**src/rtl/alu_mc_if.sv**
```systemverilog
// Handshake bundle for alu_mc: request side (in_valid/in_ready, A, B, FunSel)
// and result side (out_valid/out_ready, OutALU, Flags = {Z,C,N,O}).
interface alu_mc_if #(
  parameter int WIDTH = 8
);
  logic             in_valid;
  logic             in_ready;
  logic [WIDTH-1:0] A;
  logic [WIDTH-1:0] B;
  logic [3:0]       FunSel;
  logic             out_valid;
  logic             out_ready;
  logic [WIDTH-1:0] OutALU;
  logic [3:0]       Flags;

  modport master (
    output in_valid, A, B, FunSel, out_ready,
    input  in_ready, out_valid, OutALU, Flags
  );

  modport slave (
    input  in_valid, A, B, FunSel, out_ready,
    output in_ready, out_valid, OutALU, Flags
  );
endinterface

```
**src/rtl/alu_mc.sv**
```systemverilog
// Handshaked multi-cycle ALU: single-cycle arith/logic, one-bit-per-cycle shifts.
// Optional macro ALU_MUL_EN turns FunSel 1001 into a WIDTH-cycle shift-add multiply.
module alu_mc #(
  parameter int WIDTH = 8,
  parameter int SHW   = $clog2(WIDTH)
) (
  input logic     clk,
  input logic     rst_n,
  alu_mc_if.slave bus
);
  localparam int MSB = WIDTH - 1;
  localparam int CW  = SHW + 1;

  typedef enum logic [1:0] {
    IDLE  = 2'd0,
    SHIFT = 2'd1
`ifdef ALU_MUL_EN
    , MUL = 2'd2
`endif
  } state_t;

  state_t           r_state;
  logic             r_run;
  logic             r_valid;
  logic             r_c;
  logic             r_o;
  logic [WIDTH-1:0] r_val;
  logic [WIDTH-1:0] r_out;
  logic [3:0]       r_op;
  logic [3:0]       r_flags;
  logic [CW-1:0]    r_cnt;
`ifdef ALU_MUL_EN
  logic [2*WIDTH-1:0] r_prod;
  logic [WIDTH:0]     w_macc;
  logic [2*WIDTH-1:0] w_pnext;
`endif

  logic             w_ready;
  logic             w_accept;
  logic             w_isShift;
  logic [SHW-1:0]   w_n;
  logic [WIDTH-1:0] w_res;
  logic [WIDTH-1:0] w_fres;
  logic [WIDTH:0]   w_sum;
  logic             w_c;
  logic             w_o;
  logic [WIDTH-1:0] w_step;
  logic             w_stepC;
  logic             w_stepO;

  // r_run keeps in_ready low until the first edge after reset release.
  assign w_ready   = r_run && (r_state == IDLE) && (!r_valid || bus.out_ready);
  assign w_accept  = bus.in_valid && w_ready;
  assign w_n       = bus.B[SHW-1:0];
  assign w_isShift = (bus.FunSel >= 4'b1011);

  assign bus.in_ready  = w_ready;
  assign bus.out_valid = r_valid;
  assign bus.OutALU    = r_out;
  assign bus.Flags     = r_flags;

  always_comb begin
    w_res = bus.A;
    w_sum = '0;
    w_c   = r_flags[2];
    w_o   = r_flags[0];
    case (bus.FunSel)
      4'b0000: w_res = bus.A;
      4'b0001: w_res = bus.B;
      4'b0010: w_res = ~bus.A;
      4'b0011: w_res = ~bus.B;
      4'b0100: begin
        w_sum = {1'b0, bus.A} + {1'b0, bus.B};
        w_res = w_sum[MSB:0];
        w_c   = w_sum[WIDTH];
        w_o   = (bus.A[MSB] == bus.B[MSB]) && (w_sum[MSB] != bus.A[MSB]);
      end
      4'b0101, 4'b0110: begin
        w_sum = {1'b0, bus.A} + {1'b0, ~bus.B} + {{WIDTH{1'b0}}, 1'b1};
        w_res = w_sum[MSB:0];
        w_c   = w_sum[WIDTH];
        w_o   = (bus.A[MSB] != bus.B[MSB]) && (w_sum[MSB] != bus.A[MSB]);
      end
      4'b0111: w_res = bus.A & bus.B;
      4'b1000: w_res = bus.A | bus.B;
      4'b1001: w_res = ~(bus.A & bus.B);
      4'b1010: w_res = bus.A ^ bus.B;
      default: w_res = bus.A;
    endcase
    // CMP reports A but derives Z/N from the difference.
    w_fres = w_res;
    if (bus.FunSel == 4'b0110) begin
      w_fres = w_sum[MSB:0];
      w_res  = bus.A;
    end
  end

  always_comb begin
    w_step  = r_val;
    w_stepC = r_c;
    w_stepO = r_o;
    case (r_op)
      4'b1011, 4'b1101: begin
        w_step  = {r_val[MSB-1:0], 1'b0};
        w_stepC = r_val[MSB];
      end
      4'b1100: begin
        w_step  = {1'b0, r_val[MSB:1]};
        w_stepC = r_val[0];
      end
      4'b1110: begin
        w_step  = {r_val[MSB], r_val[MSB:1]};
        w_stepC = r_val[0];
      end
      4'b1111: begin
        w_step  = {r_val[0], r_val[MSB:1]};
        w_stepC = r_val[0];
      end
      default: ;
    endcase
    if (r_op == 4'b1101)
      w_stepO = r_o | (r_val[MSB] ^ r_val[MSB-1]);
  end

`ifdef ALU_MUL_EN
  // Multiplier sits in the low half of r_prod and is consumed LSB first.
  assign w_macc  = {1'b0, r_prod[2*WIDTH-1:WIDTH]} + (r_prod[0] ? {1'b0, r_val} : '0);
  assign w_pnext = {w_macc, r_prod[MSB:1]};
`endif

  always_ff @(posedge clk or negedge rst_n) begin
    if (!rst_n) begin
      r_state <= IDLE;
      r_run   <= 1'b0;
      r_valid <= 1'b0;
      r_c     <= 1'b0;
      r_o     <= 1'b0;
      r_val   <= '0;
      r_out   <= '0;
      r_op    <= '0;
      r_flags <= '0;
      r_cnt   <= '0;
`ifdef ALU_MUL_EN
      r_prod  <= '0;
`endif
    end else begin
      r_run <= 1'b1;
      if (r_valid && bus.out_ready)
        r_valid <= 1'b0;
      case (r_state)
        IDLE: if (w_accept) begin
          r_op  <= bus.FunSel;
          r_val <= bus.A;
          r_c   <= r_flags[2];
          r_o   <= (bus.FunSel == 4'b1101) ? 1'b0 : r_flags[0];
          r_cnt <= CW'(w_n);
          if (w_isShift && (w_n != '0))
            r_state <= SHIFT;
`ifdef ALU_MUL_EN
          else if (bus.FunSel == 4'b1001) begin
            r_state <= MUL;
            r_val   <= bus.B;
            r_prod  <= {{WIDTH{1'b0}}, bus.A};
            r_cnt   <= CW'(WIDTH);
          end
`endif
          else begin
            r_out   <= w_res;
            r_flags <= {w_fres == '0, w_c, w_fres[MSB], w_o};
            r_valid <= 1'b1;
          end
        end
        SHIFT: begin
          r_val <= w_step;
          r_c   <= w_stepC;
          r_o   <= w_stepO;
          r_cnt <= r_cnt - CW'(1);
          if (r_cnt == CW'(1)) begin
            r_out   <= w_step;
            r_flags <= {w_step == '0, w_stepC, w_step[MSB], w_stepO};
            r_valid <= 1'b1;
            r_state <= IDLE;
          end
        end
`ifdef ALU_MUL_EN
        MUL: begin
          r_prod <= w_pnext;
          r_cnt  <= r_cnt - CW'(1);
          if (r_cnt == CW'(1)) begin
            r_out   <= w_pnext[MSB:0];
            r_flags <= {w_pnext[MSB:0] == '0, |w_pnext[2*WIDTH-1:WIDTH],
                        w_pnext[MSB], r_flags[0]};
            r_valid <= 1'b1;
            r_state <= IDLE;
          end
        end
`endif
        default: r_state <= IDLE;
      endcase
    end
  end
endmodule

```
**src/flat_wrapper.sv**
```systemverilog
// flat-port wrapper written by rule: the top's interface ports become plain ports
module alu_mc_flat 
#(
  parameter int WIDTH = 8,
  parameter int SHW   = $clog2(WIDTH)
)
  (clk, rst_n, bus_in_valid, bus_A, bus_B, bus_FunSel, bus_out_ready, bus_in_ready, bus_out_valid, bus_OutALU, bus_Flags);
  alu_mc_if #(.WIDTH(WIDTH)) bus_i ();
  input logic clk;
  input logic rst_n;
  input wire logic [$bits(bus_i.in_valid)-1:0] bus_in_valid;
  input wire logic [$bits(bus_i.A)-1:0] bus_A;
  input wire logic [$bits(bus_i.B)-1:0] bus_B;
  input wire logic [$bits(bus_i.FunSel)-1:0] bus_FunSel;
  input wire logic [$bits(bus_i.out_ready)-1:0] bus_out_ready;
  output wire logic [$bits(bus_i.in_ready)-1:0] bus_in_ready;
  output wire logic [$bits(bus_i.out_valid)-1:0] bus_out_valid;
  output wire logic [$bits(bus_i.OutALU)-1:0] bus_OutALU;
  output wire logic [$bits(bus_i.Flags)-1:0] bus_Flags;
  assign bus_i.in_valid = bus_in_valid;
  assign bus_i.A = bus_A;
  assign bus_i.B = bus_B;
  assign bus_i.FunSel = bus_FunSel;
  assign bus_i.out_ready = bus_out_ready;
  assign bus_in_ready = bus_i.in_ready;
  assign bus_out_valid = bus_i.out_valid;
  assign bus_OutALU = bus_i.OutALU;
  assign bus_Flags = bus_i.Flags;
  alu_mc #(.WIDTH(WIDTH), .SHW(SHW)) u_core (.clk(clk), .rst_n(rst_n), .bus(bus_i));
endmodule
```
**config.mk**
```make
export PLATFORM = sky130hd
export DESIGN_NAME = alu_mc_flat
export DESIGN_NICKNAME = d
export VERILOG_FILES = /design/src/rtl/alu_mc_if.sv /design/src/rtl/alu_mc.sv /design/src/flat_wrapper.sv
export SDC_FILE = /design/constraint.sdc
export NUM_CORES = 1
export LEC_CHECK = 0
export CAP_MARGIN = 40
export CORE_ASPECT_RATIO = 0.6
export CORE_MARGIN = 3
export CORE_UTILIZATION = 34
export DETAILED_ROUTE_END_ITERATION = 10
export PLACE_DENSITY_LB_ADDON = 0.05
export SKIP_LAST_GASP = 1
export SYNTH_ARGS = -nofsm -noshare
export SYNTH_HDL_FRONTEND = slang
export SYNTH_SLANG_ARGS = --single-unit
export TNS_END_PERCENT = 5
```
**constraint.sdc**
```tcl
create_clock -name clk -period 2.95 [get_ports clk]
set_input_delay 0.59 -clock clk [delete_from_list [all_inputs] [get_ports clk]]
set_output_delay 0.59 -clock clk [all_outputs]
set_load 0.01 [all_outputs]
```
### Word-level counts from Yosys, hierarchy flattened

Index checks and enable logic that the tools add are counted.

| storage, ports and cells | value |
|---|---|
| bits in registers | 34 |
| bits of input ports | 24 |
| output and inout port bits | 14 |

| operators by class | value |
|---|---|
| add/sub/neg operators | 4 |
| $lt $le $gt $ge | 1 |
| equal/unequal tests | 27 |
| muxes and demuxes | 35 |
| bitwise logic cells | 8 |
| reductions and logical operators | 22 |

Operators by type and width:

| cell | number |
|---|---|
| 8-bit case mux with 9 select lines | 1 |
| 8-bit two-way mux | 6 |
| 8-bit case mux with 2 select lines | 3 |
| 4-bit equality test, second input constant | 9 |
| 8-bit case mux with 4 select lines | 1 |
| 8-bit inverter | 3 |
| 8-bit by 8-bit adder with 9-bit output | 2 |
| 4-bit by 3-bit equality test with 1-bit output, second input constant | 4 |
| 8-bit logical NOT | 2 |
| 4-bit two-way mux | 4 |
| 4-bit case mux with 2 select lines | 2 |
| 1-bit case mux with 2 select lines | 6 |
| 9-bit by 1-bit adder with 9-bit output, second input constant | 1 |
| 8-bit bitwise AND | 1 |
| 4-bit by 1-bit equality test with 1-bit output, second input constant | 2 |
| 4-bit by 2-bit equality test with 1-bit output, second input constant | 2 |
| 1-bit two-way mux | 8 |
| 8-bit OR | 1 |
| 8-bit bitwise XOR | 1 |
| 1-bit logical AND | 7 |
| 2-bit two-way mux | 3 |
| 5-bit AND reduction | 1 |
| 4-bit greater-or-equal comparator, second input constant | 1 |
| 2-bit by 1-bit != test with 1-bit output, second input constant | 2 |
| other kinds (19) | 24 |

### Logic depth before layout (Yosys ltp)

Gate-level depths: netlist of the first run.

| logic depth | value |
|---|---|
| depth in word-level cells | 9 |
| mapped depth | 11 |
| gate-level depth less buffers | 10 |

### Worst setup path after synthesis of the first run

Ideal clock, no wire load.

| path | value |
|---|---|
| kind | input-to-reg |
| start point | input bus_A[0] |
| end point | register u_core.r_flags[3], in the netlist u_core.bus.Flags[3] |
| setup time | 0.092 ns |
| arrival | 2.978 ns |
| data required time | 2.858 ns |
| setup slack | -0.120 ns |
| stages on the path | 10 |
| cell sequence | inv_1 > ha_1 > fa_1 > inv_1 > o32ai_1 > a2bb2oi_1 > or4b_1 > a2111o_1 > or4_1 > o31ai_2 |

| between the ends | value |
|---|---|
| longest elaborated chain between the ends | 8 |
| elaborated cells between the ends (all ways) | 15 |

RTL lines:

| element | RTL line | source |
|---|---|---|
| start, declared | flat_wrapper.sv:12 | `input wire logic [$bits(bus_i.A)-1:0] bus_A;` |
| 8-bit by 8-bit adder with 9-bit output / 8-bit bitwise AND (equally long branches) | alu_mc.sv:79, alu_mc.sv:84, alu_mc.sv:86 |  |
| 9-bit by 1-bit adder with 9-bit output / 8-bit inverter (equally long branches) | alu_mc.sv:79, alu_mc.sv:86 |  |
| 8-bit case mux with 9 select lines / 8-bit case mux with 2 select lines (equally long branches) | alu_mc.sv:67 | `case (bus.FunSel)` |
| 8-bit two-way mux * | alu_mc.sv:92 | `if (bus.FunSel == 4'b0110) begin` |
| 8-bit logical NOT * | alu_mc.sv:169 | `r_flags <= {w_fres == '0, w_c, w_fres[MSB], w_o};` |
| 4-bit two-way mux * | alu_mc.sv:157 | `if (w_isShift && (w_n != '0))` |
| 4-bit two-way mux * | alu_mc.sv:151 | `IDLE: if (w_accept) begin` |
| 4-bit case mux with 2 select lines * | alu_mc.sv:150 | `case (r_state)` |
| end signal, assigned | alu_mc.sv:169 |  |
| end signal, assigned | alu_mc.sv:180 | `r_flags <= {w_step == '0, w_stepC, w_step[MSB], w_stepO};` |
| end, declared | alu_mc.sv:30 | `logic [3:0] r_flags;` |

Mark *: on every way between the ends. The rest lies on a longest branch, timed or not. The select of a mux whose other input is x is not followed.
A chain may end at the register's enable or synchronous reset.

### Final worst setup path of the first run

Ends and elaborated chain as after synthesis.

==> run summary, run 1 <==
Initial antenna violation count: 0
Core area: 10000 µm²
Req. time, crit path: 3.15 ns
Slew HR: 58.6%
Worst VDD drop: 0.000342 V
Fillers: 999
Pin count of the biggest net entering global routing: 34
Crit-path max cell delay: 0.55 ns
R2R cell count: 7
Hold Path Stages: 1
Mapped Area: 3560 µm²
Worst Skew: 0.00515 ns
Fin crit period: 2.97 ns
Cell taking the most area after synthesis: dfrtp_1
Port Buffers: 37
Routability cong.: 0.941
Clock transition at path regs: 0.05 ns
Synth Net Count: 514
Period utilization: 101%
Die H: 85.3 µm
Critical path's slowest cell: or4_4
Worst EP arrival: 3.17 ns
Post-synthesis xor/xnor area fraction: 2.43%
Via density: 5.62
Vias in the first global route: 3936
CP Capture Type: flip-flop
Startpoint Class: primary input
# nets final: 651
Status: finished with violations
# IOs: 38
Initial core utilization: 35.5%
Num CTS Buffers: 5
DRC: 0
Most numerous cell in the Yosys netlist: nand2_1
Share of layout cells above drive strength 1: 28.8%
Die Footprint: 11800 µm²
Async S/R FF share, synth: 100%
Bufs on Longest Clock Path: 2
GRT Resource Usage Total: 22.9%
Worst-Skew Late Latency: 0.29 ns
Synthesis Warnings: 0
DR WL/cell: 18.2 µm
Synth top area share: 23.2%
Adder-Cell Fraction of Synth Area: 10.4%
P&R area growth vs syn: 46.2%
Sequential share of the synthesized area: 23.2%
Largest family of logic cells by synthesized area: compound AO/OA/AOI/OAI gates
Clock sinks: 33
Cell Pwr Density: 598 nW/µm²
Commonest cells in the netlist: 53 x nand2_1, 35 x a21oi_1, 33 x dfrtp_1, 30 x inv_1, 30 x o21ai_0
Number of maximum-capacitance violations: 0
Post-synth EDFFs: 0
Worst Hold Slack: 0.473 ns
Synth Area in Compound Gates: 35.2%
Setup-failing EPs final: 1
Worst-Margin Slew: 0.612 ns
Die W: 138 µm
DR pass1 iterations: 5
Final Hold Vio Count: 0
Standard-cell rows: 28
Multiplexer share of the synthesized area: 1.20%
Synth Register Bits: 33
H-tree depth: 2
Dpl hpwl: 10700 µm
Via count: 4119
First-pass GRT wire length: 21500 µm
Type of the worst setup path: in2reg
CTS tree: built
Ys flop type: dfrtp_1
Final wirelength: 13300 µm
Post-synthesis simple-gate area fraction: 19.6%
Final Instance Count excl. Fillers: 733
Syn_area_per_cell: 7.72 µm²
Root buf cell: clkbuf_16
Main area contributors after synthesis: dfrtp_1 23%, ha_1 9.8%, nand2_1 5.6%
ANT cells: 0
Hold_buf cts: 0
Iter 0 DRT Violations: 397
Final slew viol count: 0
Failing checks: negative setup slack
RSZ-0062 raised after global routing: yes
Cells after Synth: 461
DP Cell Count: 719
Worst-path fanout max: 2
Leak: 2.35 nW
GRT overflow: 0
Post-layout util: 51.9%
Library cells used by synthesis: 69
Worst path cell trace: buf_12 -> inv_12 -> ha_4 -> fa_2 -> inv_2 -> o32ai_4 -> a2bb2oi_2 -> or4b_4 -> a2111o_1 -> or4_4 -> o31ai_2
ANT nets after route: 0
Fmax: 337 MHz
Setup ws final: -0.0218 ns
Hold crit path type: reg2reg
==> layout by cell type, fill, tap and decap left out, types with 6 or more instances in the layout <==
| cell | Yosys | final |
|---|---|---|
| o31ai_1 | 10 | 10 |
| a31oi_1 | 6 | 6 |
| ha_1 | 28 | 21 |
| o21ai_0 | 30 | 30 |
| clkdlybuf4s50_1 | 0 | 25 |
| nor2b_1 | 9 | 9 |
| dlygate4sd2_1 | 0 | 6 |
| o221ai_1 | 7 | 7 |
| a221oi_1 | 10 | 10 |
| nand3_1 | 10 | 10 |
| a221o_1 | 9 | 9 |
| inv_2 | 1 | 8 |
| nand2_1 | 53 | 53 |
| a22oi_1 | 7 | 7 |
| buf_4 | 3 | 120 |
| o22ai_1 | 10 | 10 |
| a21oi_1 | 35 | 32 |
| nor3_1 | 12 | 11 |
| inv_1 | 30 | 22 |
| nor2_1 | 20 | 20 |
| buf_6 | 2 | 6 |
| nand2b_1 | 9 | 8 |
| dfrtp_1 | 33 | 33 |
| a21o_1 | 8 | 8 |
==> sequential cells by signal (all words and copies together), names as in the netlist <==
signal	cells
u_core.bus.out_valid	1
u_core.bus.Flags	4
u_core.r_state	1
u_core.r_op	4
u_core.r_run	1
u_core.bus.OutALU	8
u_core.r_cnt	4
u_core.r_val	8
u_core.r_c	1
u_core.r_o	1
==> stage by stage <==
step / power, W / setup WS, ns / setup TNS, ns / instance area [µm²]
floorplan: 0.00181 / -0.0344 / -0.0344 / 3610
global placement: 0.00253 / -0.801 / -3.99 / 4890
detailed placement: 0.00254 / -0.814 / -4.19 / 4890
CTS: 0.00310 / -0.0742 / -0.0742 / 5150
global route: 0.00335 / -0.0768 / -0.151 / 5200
finish: 0.00311 / -0.0218 / -0.0218 / 5200
==> report_power, final <==
part | internal (W) | total (W) | switching, W
Combinational | 0.000820 | 0.00170 | 0.000881
Clock | 0.000331 | 0.000521 | 0.000190
Sequential | 0.000666 | 0.000891 | 0.000225
Total | 0.00182 | 0.00311 | 0.00130
==> layer usage <==
metal / wire length [µm] / vias to the layer above / share of wire, % / track usage, %
met5: 0 / - / 0 / 0
met4: 168 / 0 / 1.3 / 4.22
met3: 1010 / 16 / 7.6 / 4.73
met2: 5250 / 141 / 39 / 32.3
met1: 6900 / 1965 / 52 / 35.6
li1: - / 1997 / - / -
==> cell type report <==
| type | instances | area, µm² | share of cell area, % |
|---|---|---|---|
| sequential | 33 | 826 | 15.9 |
| clock buffer | 7 | 143 | 2.74 |
| timing repair buffer | 163 | 1340 | 25.7 |
| multi-input combinational | 363 | 2600 | 49.9 |
| tap | 135 | 169 | 3.25 |
| inverter | 32 | 133 | 2.55 |
==> logic make-up after synthesis <==
group | after synthesis
other | 1
AO/OA/AOI/OAI | 179
XOR/XNOR | 9
flip-flops | 33
buffers and inverters | 65
multiplexers | 4
adder cells (fa/ha/maj) | 29
AND/OR/NAND/NOR | 141
==> critical path: cells and delay by family <==
family          cells  cell delay, ns
compound gates      4            0.81
fa+ha+maj           2            0.54
buf+inv             3            0.21
simple gates        2            1.02
==> final timing paths <==
path,slack (ns),startpoint,endpoint
min in group asynchronous,0.71,rst_n,u_core.bus.OutALU[1]
setup / recovery,-0.02,bus_A[0],u_core.bus.Flags[3]
hold / removal,0.47,u_core.bus.OutALU[6],u_core.bus.OutALU[6]
hold reg to reg,0.47,u_core.bus.OutALU[6],u_core.bus.OutALU[6]
max in group asynchronous,1.92,rst_n,u_core.bus.OutALU[0]
setup reg to reg,0.43,u_core.r_op[1],u_core.bus.Flags[3]
==> what timing repair did <==
item,CTS,global route
setup endpoints to repair,9,6
setup buffers,5,3
pin swaps,14,9
gates resized for setup,43,15
Power figures use the tool's default switching activity.
==> run 2: changes to the inputs <==
Settings changed: CTS_BUF_LIST set to sky130_fd_sc_hd__clkbuf_8 sky130_fd_sc_hd__clkbuf_16, CTS_CLUSTER_DIAMETER set to 30.
==> run summary, run 2 (synthesis results as in run 1) <==
Status: finished with violations (unchanged)
Failing checks: negative setup slack (unchanged)
P&R area growth vs syn: 46.2% (unchanged)
Clock transition at path regs: 0.05 ns (about the same)
Initial core utilization: 35.5% (unchanged)
Die Footprint: 11800 µm² (unchanged)
Type of the worst setup path: in2reg (unchanged)
Final Power: 0.00311 W (about the same)
Critical Path Stages: 11 (unchanged)
Dpl hpwl: 10700 µm (unchanged)
Top delay family on crit path: simple AND/OR/NAND/NOR gates (unchanged)
Die W: 138 µm (unchanged)
Share of layout cells above drive strength 1: 28.8% (unchanged)
DR WL/cell: 18.2 µm (unchanged)
Hold crit path type: reg2reg (unchanged)
ANT nets after route: 0 (unchanged)
CTS tree: built (unchanged)
Critical path's slowest cell: or4_4 (unchanged)
Reg2reg setup slack: 0.43 ns (about the same)
ANT cells: 0 (unchanged)
Cell Pwr Density: 597 nW/µm² (was 598 nW/µm²)
# nets final: 651 (unchanged)
Hold_buf cts: 0 (unchanged)
Fin crit period: 2.97 ns (about the same)
Worst path cell trace: buf_12 -> inv_12 -> ha_4 -> fa_2 -> inv_2 -> o32ai_4 -> a2bb2oi_2 -> or4b_4 -> a2111o_1 -> or4_4 -> o31ai_2 (unchanged)
Final slew viol count: 0 (unchanged)
Setup ws final: -0.0218 ns (about the same)
Worst hold path endpoint: u_core.bus.OutALU[6] (unchanged)
Root buf cell: clkbuf_16 (unchanged)
Initial antenna violation count: 0 (unchanged)
Worst EP arrival: 3.17 ns (about the same)
Port Buffers: 37 (unchanged)
Vias in the first global route: 3936 (unchanged)
Final Hold Vio Count: 0 (unchanged)
Core area: 10000 µm² (unchanged)
Worst-path fanout max: 2 (unchanged)
Standard-cell rows: 28 (unchanged)
Leak: 2.36 nW (was 2.35 nW)
Die H: 85.3 µm (unchanged)
GRT Resource Usage Total: 22.9% (unchanged)
DR pass1 iterations: 5 (unchanged)
Number of maximum-capacitance violations: 0 (unchanged)
Setup-failing EPs final: 1 (unchanged)
H-tree depth: 2 (unchanged)
Reg area: 826 µm² (unchanged)
Fillers: 999 (unchanged)
Startpoint Class: primary input (unchanged)
CP bufs+invs: 3 (unchanged)
Pin count of the biggest net entering global routing: 34 (unchanged)
Crit-path max cell delay: 0.55 ns (about the same)
RSZ-0062 raised after global routing: yes (unchanged)
GRT overflow: 0 (unchanged)
Period utilization: 101% (about the same)
Worst-Margin Slew: 0.612 ns (unchanged)
Iter 0 DRT Violations: 397 (unchanged)
Slew HR: 58.6% (unchanged)
Routability cong.: 0.941 (unchanged)
Via density: 5.62 (unchanged)
Num CTS Buffers: 5 (unchanged)
Bufs on Longest Clock Path: 2 (unchanged)
Clock sinks: 33 (unchanged)
Worst VDD drop: 0.000342 V (about the same)
Final wirelength: 13300 µm (unchanged)
DRC: 0 (unchanged)
RR Endpoint: u_core.bus.Flags[3] (unchanged)
Worst Hold Slack: 0.473 ns (about the same)
Fmax: 336 MHz (was 337 MHz)
Hold Path Stages: 1 (unchanged)
Via count: 4119 (unchanged)
First-pass GRT wire length: 21500 µm (unchanged)
Min-delay src: u_core.bus.OutALU[6] (unchanged)
Req. time, crit path: 3.15 ns (about the same)
Worst Skew: 0.00512 ns (was 0.00515 ns)
CP Capture Type: flip-flop (unchanged)
Worst-Skew Late Latency: 0.29 ns (about the same)
R2R cell count: 7 (unchanged)
Area occupied by multi-input gates: 2600 µm² (unchanged)
RR Startpoint: u_core.r_op[1] (unchanged)
# IOs: 38 (unchanged)
Commonest non-fill, non-tap cell in the layout: buf_4 (unchanged)
Highest-count cells in the layout ignoring fill and taps: 120 x buf_4, 53 x nand2_1, 33 x dfrtp_1 (unchanged)
## run 2: worst max path at each step
stage / startpoint / to / slack [ns]
2_1_floorplan: bus_A[0] / u_core.bus.Flags[3] / -0.03
3_3_place_gp: bus_A[0] / u_core.bus.Flags[3] / -0.80
3_5_place_dp: bus_A[0] / u_core.bus.Flags[3] / -0.81
4_1_cts: bus_A[0] / u_core.bus.Flags[3] / -0.07
5_1_grt: bus_A[0] / u_core.bus.Flags[3] / -0.08
6_report: bus_A[0] / u_core.bus.Flags[3] / -0.02
## run 2: through the flow
stage               util [%]  TNS (ns)  cells  worst slack (ns)  instance area, µm²
floorplan                  -   -0.0344    461           -0.0344                3610
global placement        48.8     -3.99    719            -0.801                4890
detailed placement      48.8     -4.19    719            -0.814                4890
CTS                     51.4   -0.0742    731           -0.0742                5150
global route            51.9    -0.151    733           -0.0768                5200
finish                  51.9   -0.0218    733           -0.0218                5200
## run 2: worst reg2reg max path, delay by kind of cell, from the launching register on
family	cells	cell delay, ns
multiplexers	1	0.14
flip-flops	1	0.44
AO/OA/AOI/OAI	3	0.93
AND/OR/NAND/NOR	3	0.92
## run 2: repair_timing
item / in CTS / in global routing
pin swaps: 14 / 9
endpoints found under the setup margin: 9 / 6
setup buffers: 5 / 3
gates resized for setup: 43 / 15
## run 2: metal layers
metal,global-route usage [%],vias up,part of all wire (%)
li1,-,1997,-
met1,35.6,1965,52
met5,0,-,0
met2,32.3,141,39
met3,4.73,16,7.6
met4,4.22,0,1.3
## run 2: layout make-up
class                           instances  share of cell area, %
Clock buffer                            6                   2.67
Clock inverter                          1                 0.0721
Inverter                               32                   2.55
Multi-Input combinational cell        363                   49.9
Sequential cell                        33                   15.9
Tap cell                              135                   3.25
Timing Repair Buffer                  163                   25.7
## run 2: power by group
part | switching [W] | leakage [nW] | internal [W]
Sequential | 0.000225 | 0.402 | 0.000666
Clock | 0.000190 | 0.0741 | 0.000328
Combinational | 0.000881 | 1.88 | 0.000820
Total | 0.00130 | 2.36 | 0.00181
